File: config.mk
export PLATFORM = sky130hd
export DESIGN_NAME = lilme_cmd_arbiter
export DESIGN_NICKNAME = d
export VERILOG_FILES = /design/src/rtl/lilme_pkg.sv /design/src/rtl/lilme_rr_pick.sv /design/src/rtl/lilme_cmd_arbiter.sv
export SDC_FILE = /design/constraint.sdc
export NUM_CORES = 1
export LEC_CHECK = 0
export BUFFER_PORTS_ARGS = -buffer_cell sky130_fd_sc_hd__buf_2
export CAP_MARGIN = 20
export CELL_PAD_IN_SITES_DETAIL_PLACEMENT = 1
export CELL_PAD_IN_SITES_GLOBAL_PLACEMENT = 1
export CORE_MARGIN = 5
export CORE_UTILIZATION = 46
export DETAILED_ROUTE_END_ITERATION = 6
export PLACE_DENSITY_LB_ADDON = 0.05
export SETUP_SLACK_MARGIN = 0.2
export SYNTH_ARGS = -nofsm -noshare
export SYNTH_HDL_FRONTEND = slang
export SYNTH_SLANG_ARGS = --single-unit
File: constraint.sdc
create_clock -name clk -period 4.9 [get_ports clk]
set_input_delay 0.735 -clock clk [delete_from_list [all_inputs] [get_ports clk]]
set_output_delay 0.735 -clock clk [all_outputs]
set_load 0.02 [all_outputs]
File: src/rtl/lilme_pkg.sv
// LilME shared definitions: engine opcodes and command arbiter state encoding.
// Imported by the arbiter and by other LilME_controller users.
package lilme_pkg;

    localparam int ME_OPW = 3;

    localparam logic [2:0] ME_NOP      = 3'b000;
    localparam logic [2:0] ME_LOAD     = 3'b001;
    localparam logic [2:0] ME_SET_ROW  = 3'b010;
    localparam logic [2:0] ME_SET_COL  = 3'b011;
    localparam logic [2:0] ME_MUL      = 3'b100;
    localparam logic [2:0] ME_MAC      = 3'b101;
    localparam logic [2:0] ME_CLEAR    = 3'b110;
    localparam logic [2:0] ME_READ_MUL = 3'b111;

    typedef enum logic [2:0] {
        ST_IDLE,
        ST_ISSUE,
        ST_WAIT_START,
        ST_WAIT_END,
        ST_DONE
    } arb_state_e;

    // These ops finish inside the engine without ever raising Busy.
    function automatic logic me_no_busy(input logic [2:0] op);
        return (op == ME_SET_ROW) || (op == ME_SET_COL) || (op == ME_CLEAR);
    endfunction

endpackage

File: src/rtl/lilme_rr_pick.sv
// Round-robin pick: first valid requester at or after ptr, wrapping.
// Purely combinational; idx is meaningless when any is 0.
module lilme_rr_pick
    import lilme_pkg::*;
#(
    parameter int NUM_REQ = 2
) (
    input  logic [NUM_REQ-1:0]         valid,
    input  logic [$clog2(NUM_REQ)-1:0] ptr,
    output logic                       any,
    output logic [$clog2(NUM_REQ)-1:0] idx
);

    localparam int IW = $clog2(NUM_REQ);

    logic [NUM_REQ-1:0] rot;
    logic [IW:0]        off;
    logic [IW:0]        sum;

    assign rot = NUM_REQ'({valid, valid} >> ptr);

    always_comb begin
        off = '0;
        for (int k = NUM_REQ - 1; k >= 0; k--) begin
            if (rot[k]) off = (IW + 1)'(k);
        end
    end

    assign sum = off + {1'b0, ptr};
    assign any = |valid;
    assign idx = (sum >= (IW + 1)'(NUM_REQ))
               ? IW'(sum - (IW + 1)'(NUM_REQ))
               : IW'(sum);

endmodule

File: src/rtl/lilme_cmd_arbiter.sv
// Round-robin command arbiter sharing one LilME matrix engine.
// Issues one opcode per grant and holds the grant until Busy completes.
module lilme_cmd_arbiter
    import lilme_pkg::*;
#(
    parameter int NUM_REQ   = 2,
    parameter int OPW       = 3,
    parameter int START_TMO = 8,
    parameter int RUN_TMO   = 1024
) (
    input  logic                       clk,
    input  logic                       reset,
    input  logic [NUM_REQ-1:0]         req_valid,
    input  logic [OPW*NUM_REQ-1:0]     req_opcode,
    output logic [NUM_REQ-1:0]         req_ready,
    output logic [NUM_REQ-1:0]         req_done,
    output logic                       req_err,
    output logic [OPW-1:0]             me_opcode,
    input  logic                       me_busy,
    output logic [$clog2(NUM_REQ)-1:0] grant_id,
    output logic                       arb_busy
);

    localparam int IW = $clog2(NUM_REQ);
    localparam int CW = $clog2(RUN_TMO + 1);

    localparam logic [NUM_REQ-1:0] ONE       = NUM_REQ'(1);
    localparam logic [CW-1:0]      START_LIM = CW'(START_TMO - 1);
    localparam logic [CW-1:0]      RUN_LIM   = CW'(RUN_TMO - 1);

    arb_state_e     state;
    logic [OPW-1:0] op_q;
    logic [CW-1:0]  cnt;
    logic [CW-1:0]  cnt_inc;
    logic [IW-1:0]  rr_ptr;
    logic           pick_any;
    logic [IW-1:0]  pick_idx;
    logic [OPW-1:0] pick_op;
    logic           quick;

    lilme_rr_pick #(
        .NUM_REQ(NUM_REQ)
    ) u_pick (
        .valid(req_valid),
        .ptr  (rr_ptr),
        .any  (pick_any),
        .idx  (pick_idx)
    );

    always_comb begin
        pick_op = '0;
        for (int i = 0; i < NUM_REQ; i++) begin
            if (pick_idx == IW'(i)) pick_op = req_opcode[i*OPW +: OPW];
        end
    end

    assign quick   = me_no_busy(op_q[2:0]);
    assign cnt_inc = (&cnt) ? cnt : cnt + 1'b1;

    always_ff @(posedge clk) begin
        if (reset) begin
            state     <= ST_IDLE;
            rr_ptr    <= '0;
            grant_id  <= '0;
            op_q      <= '0;
            cnt       <= '0;
            req_ready <= '0;
            req_done  <= '0;
            req_err   <= 1'b0;
            me_opcode <= '0;
            arb_busy  <= 1'b0;
        end else begin
            req_ready <= '0;
            req_done  <= '0;
            req_err   <= 1'b0;
            me_opcode <= '0;
            unique case (state)
                ST_IDLE: begin
                    if (pick_any) begin
                        state     <= ST_ISSUE;
                        grant_id  <= pick_idx;
                        op_q      <= pick_op;
                        me_opcode <= pick_op;
                        req_ready <= ONE << pick_idx;
                        arb_busy  <= 1'b1;
                    end
                end
                ST_ISSUE: begin
                    cnt <= '0;
                    if (op_q == '0) begin
                        state    <= ST_DONE;
                        req_done <= ONE << grant_id;
                    end else begin
                        state <= ST_WAIT_START;
                    end
                end
                ST_WAIT_START: begin
                    if (me_busy) begin
                        state <= ST_WAIT_END;
                        cnt   <= '0;
                    end else if (quick && cnt == CW'(1)) begin
                        state    <= ST_DONE;
                        req_done <= ONE << grant_id;
                    end else if (cnt >= START_LIM) begin
                        state    <= ST_DONE;
                        req_done <= ONE << grant_id;
                        req_err  <= 1'b1;
                    end else begin
                        cnt <= cnt_inc;
                    end
                end
                ST_WAIT_END: begin
                    if (!me_busy) begin
                        state    <= ST_DONE;
                        req_done <= ONE << grant_id;
                    end else if (cnt >= RUN_LIM) begin
                        state    <= ST_DONE;
                        req_done <= ONE << grant_id;
                        req_err  <= 1'b1;
                    end else begin
                        cnt <= cnt_inc;
                    end
                end
                ST_DONE: begin
                    state    <= ST_IDLE;
                    arb_busy <= 1'b0;
                    rr_ptr   <= (grant_id == IW'(NUM_REQ - 1))
                              ? '0 : grant_id + 1'b1;
                end
                default: begin
                    state    <= ST_IDLE;
                    arb_busy <= 1'b0;
                end
            endcase
        end
    end

endmodule

* Word-level counts from Yosys, hierarchy flattened
Cells that the tools add are included.
** Operators by class
- Bitwise gates (word level) :: 3
- Multiplexer cells :: 35
- Order comparisons :: 3
- Shift-type cells :: 3
- Reductions and logical operators :: 14
- Add/sub/neg operators :: 4
- Eq/ne operators :: 15
** Operator list (count)
- 11-bit two-way mux :: 6
- 11-bit one-hot mux with 3 select lines :: 1
- 3-bit two-way mux :: 8
- 3-bit by 2-bit equality test with 1-bit output (second input constant) :: 4
- 2-bit two-way mux :: 6
- 3-bit one-hot mux with 4 select lines :: 1
- 11-bit by 1-bit adder with 11-bit output (second input constant) :: 1
- 11-bit by 1-bit equality test with 1-bit output (second input constant) :: 1
- 11-bit by 10-bit >= comparator with 1-bit output (second input constant) :: 1
- 11-bit by 3-bit >= comparator with 1-bit output (second input constant) :: 1
- 11-bit AND reduction :: 1
- 1-bit two-way mux :: 10
- 3-bit inequality test (second input constant) :: 3
- 3-bit equality test (second input constant) :: 2
- 3-bit logical NOT :: 2
- 2-bit inequality test (second input constant) :: 3
- 2-bit one-hot mux with 3 select lines :: 1
- 3-bit OR reduction :: 2
- 5-bit AND reduction :: 1
- 4-bit inequality test (second input constant) :: 1
- 1-bit one-hot mux with 2 select lines :: 2
- 2-bit AND reduction :: 2
- 1-bit by 1-bit << shifter with 2-bit output (first input constant) :: 2
- 4-bit by 1-bit right shift with 2-bit output :: 1
- 11 further kinds :: 14
** Storage, ports and cells
- Word-level logic and storage cells :: 87
- Output and inout port bits :: 10
- Input port bits :: 11
- Bits in registers :: 28

* Logic depth before layout (Yosys ltp)
Gate-level depths: netlist of run 1.
- Depth after elaboration :: 7
- Mapped depth :: 7
- Mapped depth without buffers :: 7

* Modules after synthesis
A second synthesis of run 1 with hierarchy kept.
** Second synthesis, totals
- Cells, all modules :: 167
- Area, all modules :: 1425.1 um2
** By module, submodules not included
- lilme_cmd_arbiter :: area an instance 1403.8 um2, instances 1, cells an instance 164, sequential area each 560.5 um2
- lilme_rr_pick :: area an instance 21.3 um2, instances 1, cells an instance 3, sequential area each 0.0 um2

* Least setup slack after synthesis of run 1
OpenSTA, ideal clock, no wires.
- Kind :: register -> register
- From :: register cnt[0]
- To :: register cnt[0]
- Path slack :: 2.979 ns
- Period minus slack after synthesis :: 1.921 ns
- Setup time :: 0.070 ns
- Data required time :: 4.830 ns
- Arrival time :: 1.850 ns
- Buffers on the path :: 0
- Cell stages (with the launch flop) :: 7
- Cell sequence :: dfxtp_1 ha_1 a21oi_1 o211ai_2 a21bo_1 or4_1 a21oi_1
** Between the ends
- Word-level cells in the longest chain between the ends :: 6
- Elaborated cells between the ends (all ways) :: 17
- Classes of those cells :: add/sub (1); order compare (2); eq/ne (4); mux (7); reduce/logical (3)
** RTL lines
- start, declared :: RTL line lilme_cmd_arbiter.sv:33 : logic [CW-1:0] cnt;
- start signal, assigned :: RTL line lilme_cmd_arbiter.sv:109 : cnt <= cnt_inc;
- start signal, assigned :: RTL line lilme_cmd_arbiter.sv:121 : cnt <= cnt_inc;
- 11-bit by 1-bit adder with 11-bit output / 11-bit AND reduction (equally long branches) :: RTL line lilme_cmd_arbiter.sv:58 : assign cnt_inc = (&cnt) ? cnt : cnt + 1'b1;
- 11-bit two-way mux :: RTL line lilme_cmd_arbiter.sv:58
- 11-bit two-way mux :: RTL line lilme_cmd_arbiter.sv:104 : end else if (cnt >= START_LIM) begin
- 11-bit two-way mux :: RTL line lilme_cmd_arbiter.sv:101 : end else if (quick && cnt == CW'(1)) begin
- 11-bit two-way mux :: RTL line lilme_cmd_arbiter.sv:98 : if (me_busy) begin
- 11-bit one-hot mux with 3 select lines :: RTL line lilme_cmd_arbiter.sv:77 : unique case (state)
Parallel ways exist; a longest one is shown, timed or not. The select of a mux whose other input is x is not followed.
A chain may end at the register's enable or synchronous reset.

* Worst setup path after layout of run 1
- From :: register cnt[0]
- To :: register cnt[9]
The elaborated chain is that of the path after synthesis.

==> results.txt, run 1 <==
----------------------------------------------------
[Route]
  Post-route DRC violation count ... 0
  Routed wirelength normalized by instance count ... roughly 17 µm
  Total number of vias ... 1395
  Antenna viol nets, final ... 0
  Total length of routed wires ... 3890 µm
  Total iterations of the first detailed-routing run ... 4
  First-iteration detailed-routing DRC count ... 85
  DR vias/cell ... 5.99

[Critical path]
  Critical Path Slowest Stage Cell ... a21boi_2
  Arrival time reported for the critical path endpoint ... 2.46 ns
  Kind of critical path ... register to register
  R2R cell count ... 6
  Critical path startpoint ... cnt[0]$_SDFFE_PP0P_
  Data required time at the worst endpoint ... 5.14 ns
  R2R Path End ... cnt[9]$_SDFFE_PP0P_
  Type of element capturing the critical path ... register
  Worst path max stage delay ... 0.48 ns
  Register-to-register path setup slack ... 2.68 ns
  Element type at the critical path start ... register
  Reg2Reg Launch Point ... cnt[0]$_SDFFE_PP0P_
  Maximum fanout count along the critical path ... 10
  Cell-by-cell listing of the critical path ... ha_1 > a21oi_1 > o211ai_2 > a21boi_2 > a41oi_1 > a211oi_1

[Min path]
  Instance count along the most critical hold path ... 2
  Hold wc startpoint ... arb_busy$_SDFFE_PP0P_
  Type of the tightest min-delay check ... register to register
  Capture endpoint of the worst hold path ... arb_busy$_SDFFE_PP0P_

[Timing]
  Setup TNS ... 0 ns
  Min Clock Period, post-route ... 2.22 ns
  Final period util ... 45.3%
  Final number of hold-violating endpoints ... 0
  Transition at the pin with the smallest max-transition slack ... 0.666 ns
  Post-Route Skew ... between 0.002 and 0.0025 ns
  Final setup slack of the worst path ... about 2.7 ns
  Relative max-transition margin ... 55.2%
  Endpoints failing setup ... 0
  RSZ-0062 raised after global routing ... false
  Slew Limit Fails ... 0
  Highest Clock Rate ... 450 MHz

[Clocking]
  Num Clock Sinks ... 28
  Number of buffers created by CTS ... 3
  Buffers from clock root to sink, at most ... 2
  H-tree level count ... 1
  Number of buffers added to fix hold violations after cts ... 0
  Clock-pin slew on the worst setup and hold paths ... 0.15 ns
  Clock latency of the later-clocked register in the worst-skew pair ... 0.32 ns
  Clk root buf ... clkbuf_4
  CTS-repair resized insts ... 0
  Number of buffers inserted to repair setup after CTS ... 0
  CTS tree ... done

[GRT]
  Initial antenna violation count ... 0
  GRT busiest layer ... met2
  Global-route wire length before repair ... 6550 µm
  Pin count of the biggest net entering global routing ... 29
  GR Overflow Total ... 0
  Total GRT Usage ... 18.5%
  Vias in the first global route ... about 1400
  Global Route met3 Usage ... 2.13%
  Met2 demand-to-capacity share in global routing ... 35.6%
  Grt met1 use ... 21.2%

[Yosys]
  Portion of synthesized cell area occupied by the leading cell type ... 36.3%
  Avg Inst Size Synth ... 8.97 µm²
  Share of flip-flops with an asynchronous set or reset after synthesis ... 0%
  Register bit total from synthesis ... 28
  Cell types occupying the most area after synthesis ... dfxtp_1 36%, nor3_1 4.2%, a211oi_1 3.4%
  Top cell types by occurrence after synthesis ... 28 x dfxtp_1, 13 x nor3_1, 11 x nand2_1
  Number of distinct library cells after synthesis ... 53
  Cell accounting for the most synthesized area ... dfxtp_1
  Cell with the most instances after synthesis ... dfxtp_1
  Net count after synthesis ... 185
  Yosys warnings ... 0
  Dominant synthesized flop cell ... dfxtp_1
  Sequential area share after synthesis ... 36.3%
  Total standard cell area after synthesis ... approximately 1500 µm²
  Post-synthesis instance total ... 172
  Number of enable-type register cells in the synthesized netlist ... 0

[Layout]
  Area of the multi-input gates ... between 900 and 1000 µm²
  Number of diodes added for antenna fixing ... 0
  Post-route non-filler standard cell count ... 233
  Total non-filler cell area in the finished layout ... 1680 µm²
  Count of filler cells inserted in the layout ... 408
  Layout Nets ... 202
  Area added between synthesis and finish ... 9.08%
  Register Area ... 561 µm²
  Fraction of layout instances using a drive strength above 1 ... about a fifth
  Post-route core utilization ... 51.2%

[Power]
  Internal Power ... 310 µW
  Switching fraction of total power ... roughly a third
  Power per cell area ... 275 nW/µm²
  Part of the total power dissipated in combinational logic ... 24.0%
  Fraction of power consumed by the clock network ... 20.3%
  Reported leakage power ... 0.600 nW
  Max rail drop VDD ... 0.000240 V
  Part of the power in registers ... between 50% and 60%
  Net switching component of the power ... 153 µW

[Floorplan]
  Core region area ... ~3300 µm²
  Starting density of the core ... 47.0%
  Boundary Pins ... 21
  Row cnt ... 21
  Chip Height ... 67.9 µm
  Die Outline Area ... 4610 µm²
  Die Wd ... a little under 70 µm

[Placed design]
  Half-perimeter wire length after placement ... 2970 µm
  Placed instance count ... 230
  Worst slack at placement ... around 2.7 ns
  Quantity of I/O buffers inserted on ports ... 20
  Placed standard-cell area ... 1660 µm²
  Final GP Congestion ... around 0.9

[Run status]
  Run status ... complete, no violations

[Job]
  Max cap viols ... 0

----------------------------------------------------
[sequential cells by signal, summed over array words and instances, names as in the netlist]
name / flops
arb_busy: 1
cnt: 11
grant_id: 1
me_opcode: 3
op_q: 3
req_done: 2
req_err: 1
req_ready: 2
rr_ptr: 1
state: 3
[metal layers]
layer  vias to the layer above  part of all wire [%]
met2                        16                    53
met1                       688                    44
li1                        689                     -
met4                         0                  0.59
met3                         2                   2.4
met5                         -                     0
[logic make-up after synthesis]
kind of cell | synth area share, %
and+or+nand+nor | 27.1
buffers and inverters | 4.54
muxes | 1.95
adders and majority gates | 2.27
DFF | 36.3
AOI/OAI and AO/OA | 27.8
[critical path: cells and delay by family, from the launching register on]
family          cells  cell delay, ns
compound gates      5            1.45
fa+ha+maj           1            0.31
flops               1            0.38
[layout make-up]
cell class / count / area share [%]
multi-input combinational: 128 / 54.2
sequential: 28 / 33.3
timing repair buffer: 20 / 5.95
tap: 46 / 3.42
inverter: 8 / 1.78
clock buffer: 3 / 1.34
[per-stage QoR]
step / hold slack (ns) / power, mW
after global placement: 0.460 / 0.370
final: 0.488 / 0.463
after detailed placement: 0.467 / 0.376
after floorplan: 0.481 / 0.342
after CTS: 0.488 / 0.471
after global routing: 0.511 / 0.492
[worst max-delay path by stage]
stage               depth (start not counted)                   to  slack, ns
floorplan                                   6  cnt[0]$_SDFFE_PP0P_       2.98
global placement                            6  cnt[4]$_SDFFE_PP0P_       2.80
detailed placement                          6  cnt[4]$_SDFFE_PP0P_       2.69
CTS                                         6  cnt[0]$_SDFFE_PP0P_       2.70
global route                                6  cnt[9]$_SDFFE_PP0P_       2.53
finish                                      6  cnt[9]$_SDFFE_PP0P_       2.68
[cells in the final DEF (no fill, tap or decap), types with 3 or more instances in the layout]
cell,Yosys,final
clkbuf_4,0,3
a311oi_1,3,3
o211ai_2,3,3
dfxtp_1,28,28
nor2_1,10,10
inv_1,8,8
a21oi_1,8,8
nand2_1,11,11
a31oi_1,4,4
nor3_1,13,13
mux2i_1,3,3
buf_2,2,20
nand3_1,9,9
a221oi_1,3,3
o21ai_0,9,9
nand2b_1,3,3
a211oi_1,7,7
[power groups by stage]
stage          Clock (mW)  Sequential [mW]  Combinational [mW]
2_1_floorplan           0            0.261              0.0811
3_3_place_gp            0            0.262               0.108
3_5_place_dp            0            0.263               0.113
4_1_cts             0.100            0.258               0.113
5_1_grt             0.109            0.261               0.122
6_report           0.0941            0.258               0.111
Note: power is estimated with default switching activity, not from simulation.
==> run 2, diff against run 1 <==
--- a/config.mk
+++ b/config.mk
@@ -5,12 +5,13 @@
 export SDC_FILE = /design/constraint.sdc
 export NUM_CORES = 1
 export LEC_CHECK = 0
+export ABC_AREA = 1
 export BUFFER_PORTS_ARGS = -buffer_cell sky130_fd_sc_hd__buf_2
 export CAP_MARGIN = 20
 export CELL_PAD_IN_SITES_DETAIL_PLACEMENT = 1
 export CELL_PAD_IN_SITES_GLOBAL_PLACEMENT = 1
 export CORE_MARGIN = 5
-export CORE_UTILIZATION = 46
+export CORE_UTILIZATION = 36
 export DETAILED_ROUTE_END_ITERATION = 6
 export PLACE_DENSITY_LB_ADDON = 0.05
 export SETUP_SLACK_MARGIN = 0.2
==> constraint.sdc (replaced) <==
create_clock -name clk -period 1.9 [get_ports clk]
set_input_delay 0.285 -clock clk [delete_from_list [all_inputs] [get_ports clk]]
set_output_delay 0.285 -clock clk [all_outputs]
set_load 0.02 [all_outputs]
==> results.txt, run 2 <==
----------------------------------------------------
[Floorplan]
  Row cnt ... 24
  Die Wd ... 77.8 µm
  Chip Height ... 77.8 µm
  Starting density of the core ... 37.4%
  Core region area ... 4410 µm²
  Die Outline Area ... 6050 µm²
  Boundary Pins ... 21

[Clocking]
  Clk root buf ... clkbuf_8
  Number of buffers added to fix hold violations after cts ... 0
  Number of buffers created by CTS ... 3
  H-tree level count ... 1
  Buffers from clock root to sink, at most ... 2
  Clock latency of the later-clocked register in the worst-skew pair ... ~0.28 ns
  CTS tree ... done
  Clock-pin slew on the worst setup and hold paths ... around 0.1 ns
  Num Clock Sinks ... 28

[Yosys]
  Yosys warnings ... 0
  Number of distinct library cells after synthesis ... 32
  Share of flip-flops with an asynchronous set or reset after synthesis ... 0%
  Mux cell area share after synthesis ... 0%
  Avg Inst Size Synth ... roughly 6.5 µm²
  Top cell types by occurrence after synthesis ... 73 x nand2_1, 36 x nor2_1, 28 x dfxtp_1
  Sequential area share after synthesis ... 33.9%
  Post-synthesis instance total ... 254
  Dominant synthesized flop cell ... dfxtp_1
  Portion of synthesized cell area occupied by the leading cell type ... around 34%
  Cell accounting for the most synthesized area ... dfxtp_1
  Synthesized-area fraction occupied by ao, oa, aoi and oai cells ... between 10% and 20%
  Share of synthesized cell area in full adder, half adder and majority cells ... 1.51%
  Cell types occupying the most area after synthesis ... dfxtp_1 34%, nand2_1 17%, nor2_1 8.2%
  Simple-Gate Fraction of Synth Area ... between 40 and 50%
  Total standard cell area after synthesis ... 1650 µm²
  Register bit total from synthesis ... 28
  Dominant combinational cell family by area after synthesis ... simple AND/OR/NAND/NOR gates
  Cell with the most instances after synthesis ... nand2_1
  Net count after synthesis ... about 270
  Xor/xnor cell area share of the yosys netlist ... 2.12%
  Number of enable-type register cells in the synthesized netlist ... 0

[Layout]
  Fraction of layout instances using a drive strength above 1 ... 26.3%
  Area added between synthesis and finish ... 20.1%
  Layout Nets ... 295
  Total non-filler cell area in the finished layout ... 1990 µm²
  Leading cell types in the layout, fill and taps excluded ... 69 x nand2_1, 32 x nor2_1, 22 x inv_1
  Number of diodes added for antenna fixing ... 0
  Most common cell after layout, fill and taps aside ... nand2_1
  Register with the highest flop count ... cnt
  Number of flip-flops in the largest register ... 11

[Power]
  Switching fraction of total power ... between 30 and 40%
  Internal Power ... around 1.1 mW
  Power per cell area ... 891 nW/µm²
  Part of the total power dissipated in combinational logic ... 32.6%
  Fraction of power consumed by the clock network ... 27.3%
  Net switching component of the power ... 643 µW
  Reported leakage power ... approximately 0.93 nW
  Part of the power in registers ... 40.1%
  Max rail drop VDD ... 0.000532 V

[Route]
  Total number of vias ... ~1700
  Antenna viol nets, final ... 0
  Routed wirelength normalized by instance count ... between 10 and 15 µm
  DR vias/cell ... 5.15
  Total iterations of the first detailed-routing run ... 4
  Total length of routed wires ... 4730 µm
  Post-route DRC violation count ... 0
  First-iteration detailed-routing DRC count ... between 60 and 70

[Timing]
  Relative max-transition margin ... 74.9%
  Final number of hold-violating endpoints ... 0
  Final period util ... 85.0%
  Highest Clock Rate ... 619 MHz
  RSZ-0062 raised after global routing ... true
  Transition at the pin with the smallest max-transition slack ... 0.376 ns
  Endpoints failing setup ... 0
  Min Clock Period, post-route ... 1.62 ns
  Slew Limit Fails ... 0
  Setup TNS ... 0 ns
  Post-Route Skew ... 0.00412 ns

[GRT]
  Global Route met3 Usage ... about 2.1%
  Grt met1 use ... 19.7%
  GR Overflow Total ... 0
  Pin count of the biggest net entering global routing ... 17
  GRT busiest layer ... met2
  Vias in the first global route ... 1649
  Global-route wire length before repair ... 7560 µm
  Total GRT Usage ... about 15%
  Met2 demand-to-capacity share in global routing ... 26.4%
  Initial antenna violation count ... 0

[Critical path]
  Cell-by-cell listing of the critical path ... buf_4 > ha_2 > nand2_1 > inv_1 > nand3_1 > nand3_1 > nand2_2 > nand2_2 > nor2_4 > nand2_1 > a21oi_2
  Kind of critical path ... register to register
  Type of element capturing the critical path ... register
  Worst path max stage delay ... 0.33 ns
  Arrival time reported for the critical path endpoint ... roughly 1.8 ns
  Element type at the critical path start ... register
  Critical Path Slowest Stage Cell ... dfxtp_2
  Maximum fanout count along the critical path ... 7
  Data required time at the worst endpoint ... 2.12 ns

[Run status]
  Run status ... complete, no violations

[Placed design]
  Quantity of I/O buffers inserted on ports ... 20
  Half-perimeter wire length after placement ... approximately 3500 µm
  Final GP Congestion ... 0.766
  Placed standard-cell area ... 1820 µm²

[Min path]
  Type of the tightest min-delay check ... input port to register

[Job]
  Max cap viols ... 0

----------------------------------------------------
run 2: changes by cell type in the layout (fill, tap and decap cells not counted), sizes merged, moves of 5 or more:
cell / before / now
a211oi: 8 / 0
a21oi: 8 / 13
buf: 20 / 25
inv: 8 / 28
nand2: 11 / 78
nand3: 9 / 24
nand4: 3 / 9
nor2: 11 / 42
nor3: 13 / 5
run 2: metrics by stage:
step	instances	setup slack (ns)	util [%]	hold slack [ns]	total power, mW
finish	333	0.285	45.0	0.283	1.77
global route	333	0.166	45.0	0.270	1.89
CTS	329	0.200	42.9	0.299	1.73
detailed placement	325	0.231	41.2	0.465	1.24
global placement	325	0.270	41.2	0.459	1.25
floorplan	254	0.365	-	0.479	1.09
run 2: final timing paths:
path,start,end,slack (ns),cells after the start
max,cnt[0]$_SDFFE_PP0P_,cnt[1]$_SDFFE_PP0P_,0.28,11
max reg2reg,cnt[0]$_SDFFE_PP0P_,cnt[1]$_SDFFE_PP0P_,0.28,11
min reg2reg,arb_busy$_SDFFE_PP0P_,arb_busy$_SDFFE_PP0P_,0.48,2
min,reset,cnt[1]$_SDFFE_PP0P_,0.28,2
run 2: final cells by class:
class | instances | area [µm²]
multi-input combinational | 195 | 1030
tap | 52 | 65.1
clock inverter | 1 | 30.0
sequential | 28 | 571
fill | 569 | 2430
timing repair buffer | 25 | 138
inverter | 29 | 109
clock buffer | 3 | 41.3
run 2: power by group through the flow:
stage	Combinational, mW	Clock, mW	Sequential (mW)
floorplan	0.333	0	0.757
global placement	0.525	0	0.723
detailed placement	0.521	0	0.724
CTS	0.526	0.493	0.711
global route	0.644	0.525	0.723
finish	0.578	0.483	0.710
run 2: critical path, delay by kind of cell, from the launching register on:
kind	cells	cell delay [ns]
compound gates	1	0.10
fa+ha+maj	1	0.19
buf+inv	2	0.20
flops	1	0.33
simple gates	7	0.73
run 2: repair_timing:
| item | 4_1_cts | 5_1_grt |
|---|---|---|
| buffers inserted | 0 | 3 |
| gates resized for setup | 0 | 23 |
| endpoints found under the setup margin | 0 | 16 |
run 2: cells by family (layout without fill, tap and decap cells):
family          count (synthesis)  in the layout
flops                          28             28
xor+xnor                        4              4
buf+inv                        32             58
compound gates                 29             29
fa+ha+maj                       2              2
simple gates                  159            160
run 2: metal layers:
| metal | vias to the layer above | share of wire (%) |
|---|---|---|
| met5 | - | 0 |
| met4 | 0 | 0.93 |
| met3 | 5 | 1.6 |
| met2 | 16 | 50 |
| met1 | 818 | 48 |
| li1 | 877 | - |
==> run 3, diff against run 2 <==
--- a/config.mk
+++ b/config.mk
@@ -7,7 +7,6 @@
 export LEC_CHECK = 0
 export ABC_AREA = 1
 export BUFFER_PORTS_ARGS = -buffer_cell sky130_fd_sc_hd__buf_2
-export CAP_MARGIN = 20
 export CELL_PAD_IN_SITES_DETAIL_PLACEMENT = 1
 export CELL_PAD_IN_SITES_GLOBAL_PLACEMENT = 1
 export CORE_MARGIN = 5
@@ -17,4 +16,5 @@
 export SETUP_SLACK_MARGIN = 0.2
 export SYNTH_ARGS = -nofsm -noshare
 export SYNTH_HDL_FRONTEND = slang
+export SYNTH_HIERARCHICAL = 1
 export SYNTH_SLANG_ARGS = --single-unit
==> results.txt, run 3 <==
----------------------------------------------------
[Run status]
  Run status ... complete, no violations

[Floorplan]
  Row cnt ... 23
  Boundary Pins ... 21
  Die Outline Area ... 5550 µm²
  Core region area ... 4030 µm²
  Die Wd ... 74.5 µm
  Chip Height ... 74.5 µm
  Starting density of the core ... 37.2%

[Timing]
  Final number of hold-violating endpoints ... 0
  Final setup slack of the worst path ... 0.276 ns
  Min Clock Period, post-route ... 1.62 ns
  Final period util ... 85.5%
  Worst hold slack ... 0.265 ns
  Setup TNS ... 0 ns
  Slew Limit Fails ... 0
  Highest Clock Rate ... just over 600 MHz
  Post-Route Skew ... between 0.005 and 0.006 ns
  Relative max-transition margin ... 69.0%
  Endpoints failing setup ... 0
  RSZ-0062 raised after global routing ... true
  Transition at the pin with the smallest max-transition slack ... 0.460 ns

[Route]
  Total iterations of the first detailed-routing run ... 4
  Routed wirelength normalized by instance count ... 14.3 µm
  DR vias/cell ... 5.09
  Total number of vias ... 1546
  Post-route DRC violation count ... 0
  Total length of routed wires ... 4340 µm
  First-iteration detailed-routing DRC count ... 49
  Antenna viol nets, final ... 0

[Layout]
  Leading cell types in the layout, fill and taps excluded ... 62 x nand2_1, 25 x dfxtp_1, 24 x inv_1
  Count of filler cells inserted in the layout ... 534
  Area added between synthesis and finish ... 24.1%
  Number of diodes added for antenna fixing ... 0
  Register with the highest flop count ... cnt
  Number of flip-flops in the largest register ... 11
  Most common cell after layout, fill and taps aside ... nand2_1
  Fraction of layout instances using a drive strength above 1 ... 26.8%
  Layout Nets ... 268
  Area of the multi-input gates ... 916 µm²
  Register Area ... 564 µm²

[GRT]
  GR Overflow Total ... 0
  Initial antenna violation count ... 0
  Total GRT Usage ... 17.3%
  Pin count of the biggest net entering global routing ... 17
  Vias in the first global route ... around 1500
  Global-route wire length before repair ... 7450 µm

[Yosys]
  Register bit total from synthesis ... 28
  Portion of synthesized cell area occupied by the leading cell type ... 37.4%
  Total standard cell area after synthesis ... 1500 µm²
  Cell accounting for the most synthesized area ... dfxtp_1
  Top cell types by occurrence after synthesis ... 63 x nand2_1, 28 x dfxtp_1, 28 x nor2_1
  Sequential area share after synthesis ... 37.4%
  Share of flip-flops with an asynchronous set or reset after synthesis ... 0%
  Number of enable-type register cells in the synthesized netlist ... 0
  Cell types occupying the most area after synthesis ... dfxtp_1 37%, nand2_1 16%, nor2_1 7.0%
  Net count after synthesis ... 237
  Dominant synthesized flop cell ... dfxtp_1
  Avg Inst Size Synth ... 6.69 µm²
  Number of distinct library cells after synthesis ... 24
  Yosys warnings ... 6
  Cell with the most instances after synthesis ... nand2_1
  Post-synthesis instance total ... 224

[Critical path]
  Element type at the critical path start ... register
  Maximum fanout count along the critical path ... 5
  Arrival time reported for the critical path endpoint ... 1.80 ns
  Type of element capturing the critical path ... register
  Kind of critical path ... register to register
  Data required time at the worst endpoint ... 2.08 ns

[Clocking]
  Num Clock Sinks ... 28
  Buffers from clock root to sink, at most ... 2
  Number of buffers created by CTS ... 3
  Clock latency of the later-clocked register in the worst-skew pair ... 0.28 ns
  CTS tree ... done
  H-tree level count ... 1
  Clock-pin slew on the worst setup and hold paths ... 0.10 ns
  Clk root buf ... clkbuf_8

[Min path]
  Type of the tightest min-delay check ... input port to register

[Power]
  Reported leakage power ... ~0.83 nW
  Power per cell area ... 1040 nW/µm²
  Max rail drop VDD ... ~0.00070 V

[Placed design]
  Quantity of I/O buffers inserted on ports ... 20
  Worst slack at placement ... 0.166 ns
  Half-perimeter wire length after placement ... 3180 µm
  Final GP Congestion ... 0.834

[Job]
  Max cap viols ... 0

----------------------------------------------------
run 3: changes by cell type after synthesis, moves of 3 or more:
cell and delta:
nand3_1 -9, inv_2 -3, nor2_1 -8, nand4_1 -3, nand2_1 -10, a31o_2 +3
nand3_2 +3, a21oi_1 +9
run 3: kinds of logic (layout without fill, tap and decap cells):
kind of cell,after synthesis,after routing,share of synthesized area [%]
and+or+nand+nor,126,127,38.4
AOI/OAI and AO/OA,38,38,14.4
DFF,28,28,37.4
buffers and inverters,28,57,7.01
adders and majority gates,2,2,1.67
xor gates and xnor gates,2,2,1.17
run 3: repair_timing:
| action | in CTS | in global routing |
|---|---|---|
| hold buffers | 0 | 0 |
| resized for setup | 6 | 18 |
| pin swaps | 1 | 5 |
| cloned | 1 | 0 |
| setup endpoints to repair | 10 | 16 |
| hold endpoints to repair | 0 | 0 |
| buffers inserted | 0 | 3 |
run 3: power breakdown:
group / total, mW / internal (mW) / switching (mW)
clock network: 0.483 / 0.282 / 0.201
registers: 0.743 / 0.684 / 0.0594
logic: 0.710 / 0.229 / 0.481
run 3: cell type report:
type / count / share of cell area (%)
Tap cell: 50 / 3.36
Clock buffer: 3 / 2.22
Clock inverter: 1 / 1.61
Multi-Input combinational cell: 169 / 49.2
Timing Repair Buffer: 26 / 7.80
Inverter: 27 / 5.45
Sequential cell: 28 / 30.3
run 3: per-stage QoR:
stage / instance area (µm²) / total power [mW] / utilization [%] / cells
finish: 1860 / 1.94 / 46.2 / 304
global route: 1860 / 2.07 / 46.2 / 304
CTS: 1780 / 1.93 / 44.3 / 301
detailed placement: 1680 / 1.39 / 41.7 / 296
global placement: 1680 / 1.38 / 41.7 / 296
floorplan: 1500 / 1.20 / - / 224
run 3: critical path, stage by stage (launching register included):
cell and delay, ns:
dfxtp_1 0.33, buf_4 0.15, ha_1 0.21, nand3b_1 0.14, nor2_4 0.07, buf_4 0.13
o21ai_0 0.21, nand3_1 0.12, nand2_1 0.12, nor2_1 0.05
run 3: routing by layer:
| metal | routed length, µm | GRT usage [%] |
|---|---|---|
| met1 | 2260 | 25.1 |
| met2 | 1880 | 26.5 |
| met3 | 167 | 2.30 |
| met4 | 36 | 5.14 |
| met5 | 0 | 0 |
run 3: final timing paths:
check | from | end | slack [ns] | depth (start not counted)
max | cnt[0]$_SDFFE_PP0P_ | req_done[0]$_SDFF_PP0_ | 0.28 | 9
min | req_opcode[1] | me_opcode[1]$_SDFF_PP0_ | 0.27 | 3
max reg2reg | cnt[0]$_SDFFE_PP0P_ | req_done[0]$_SDFF_PP0_ | 0.28 | 9
min reg2reg | arb_busy$_SDFFE_PP0P_ | arb_busy$_SDFFE_PP0P_ | 0.48 | 2
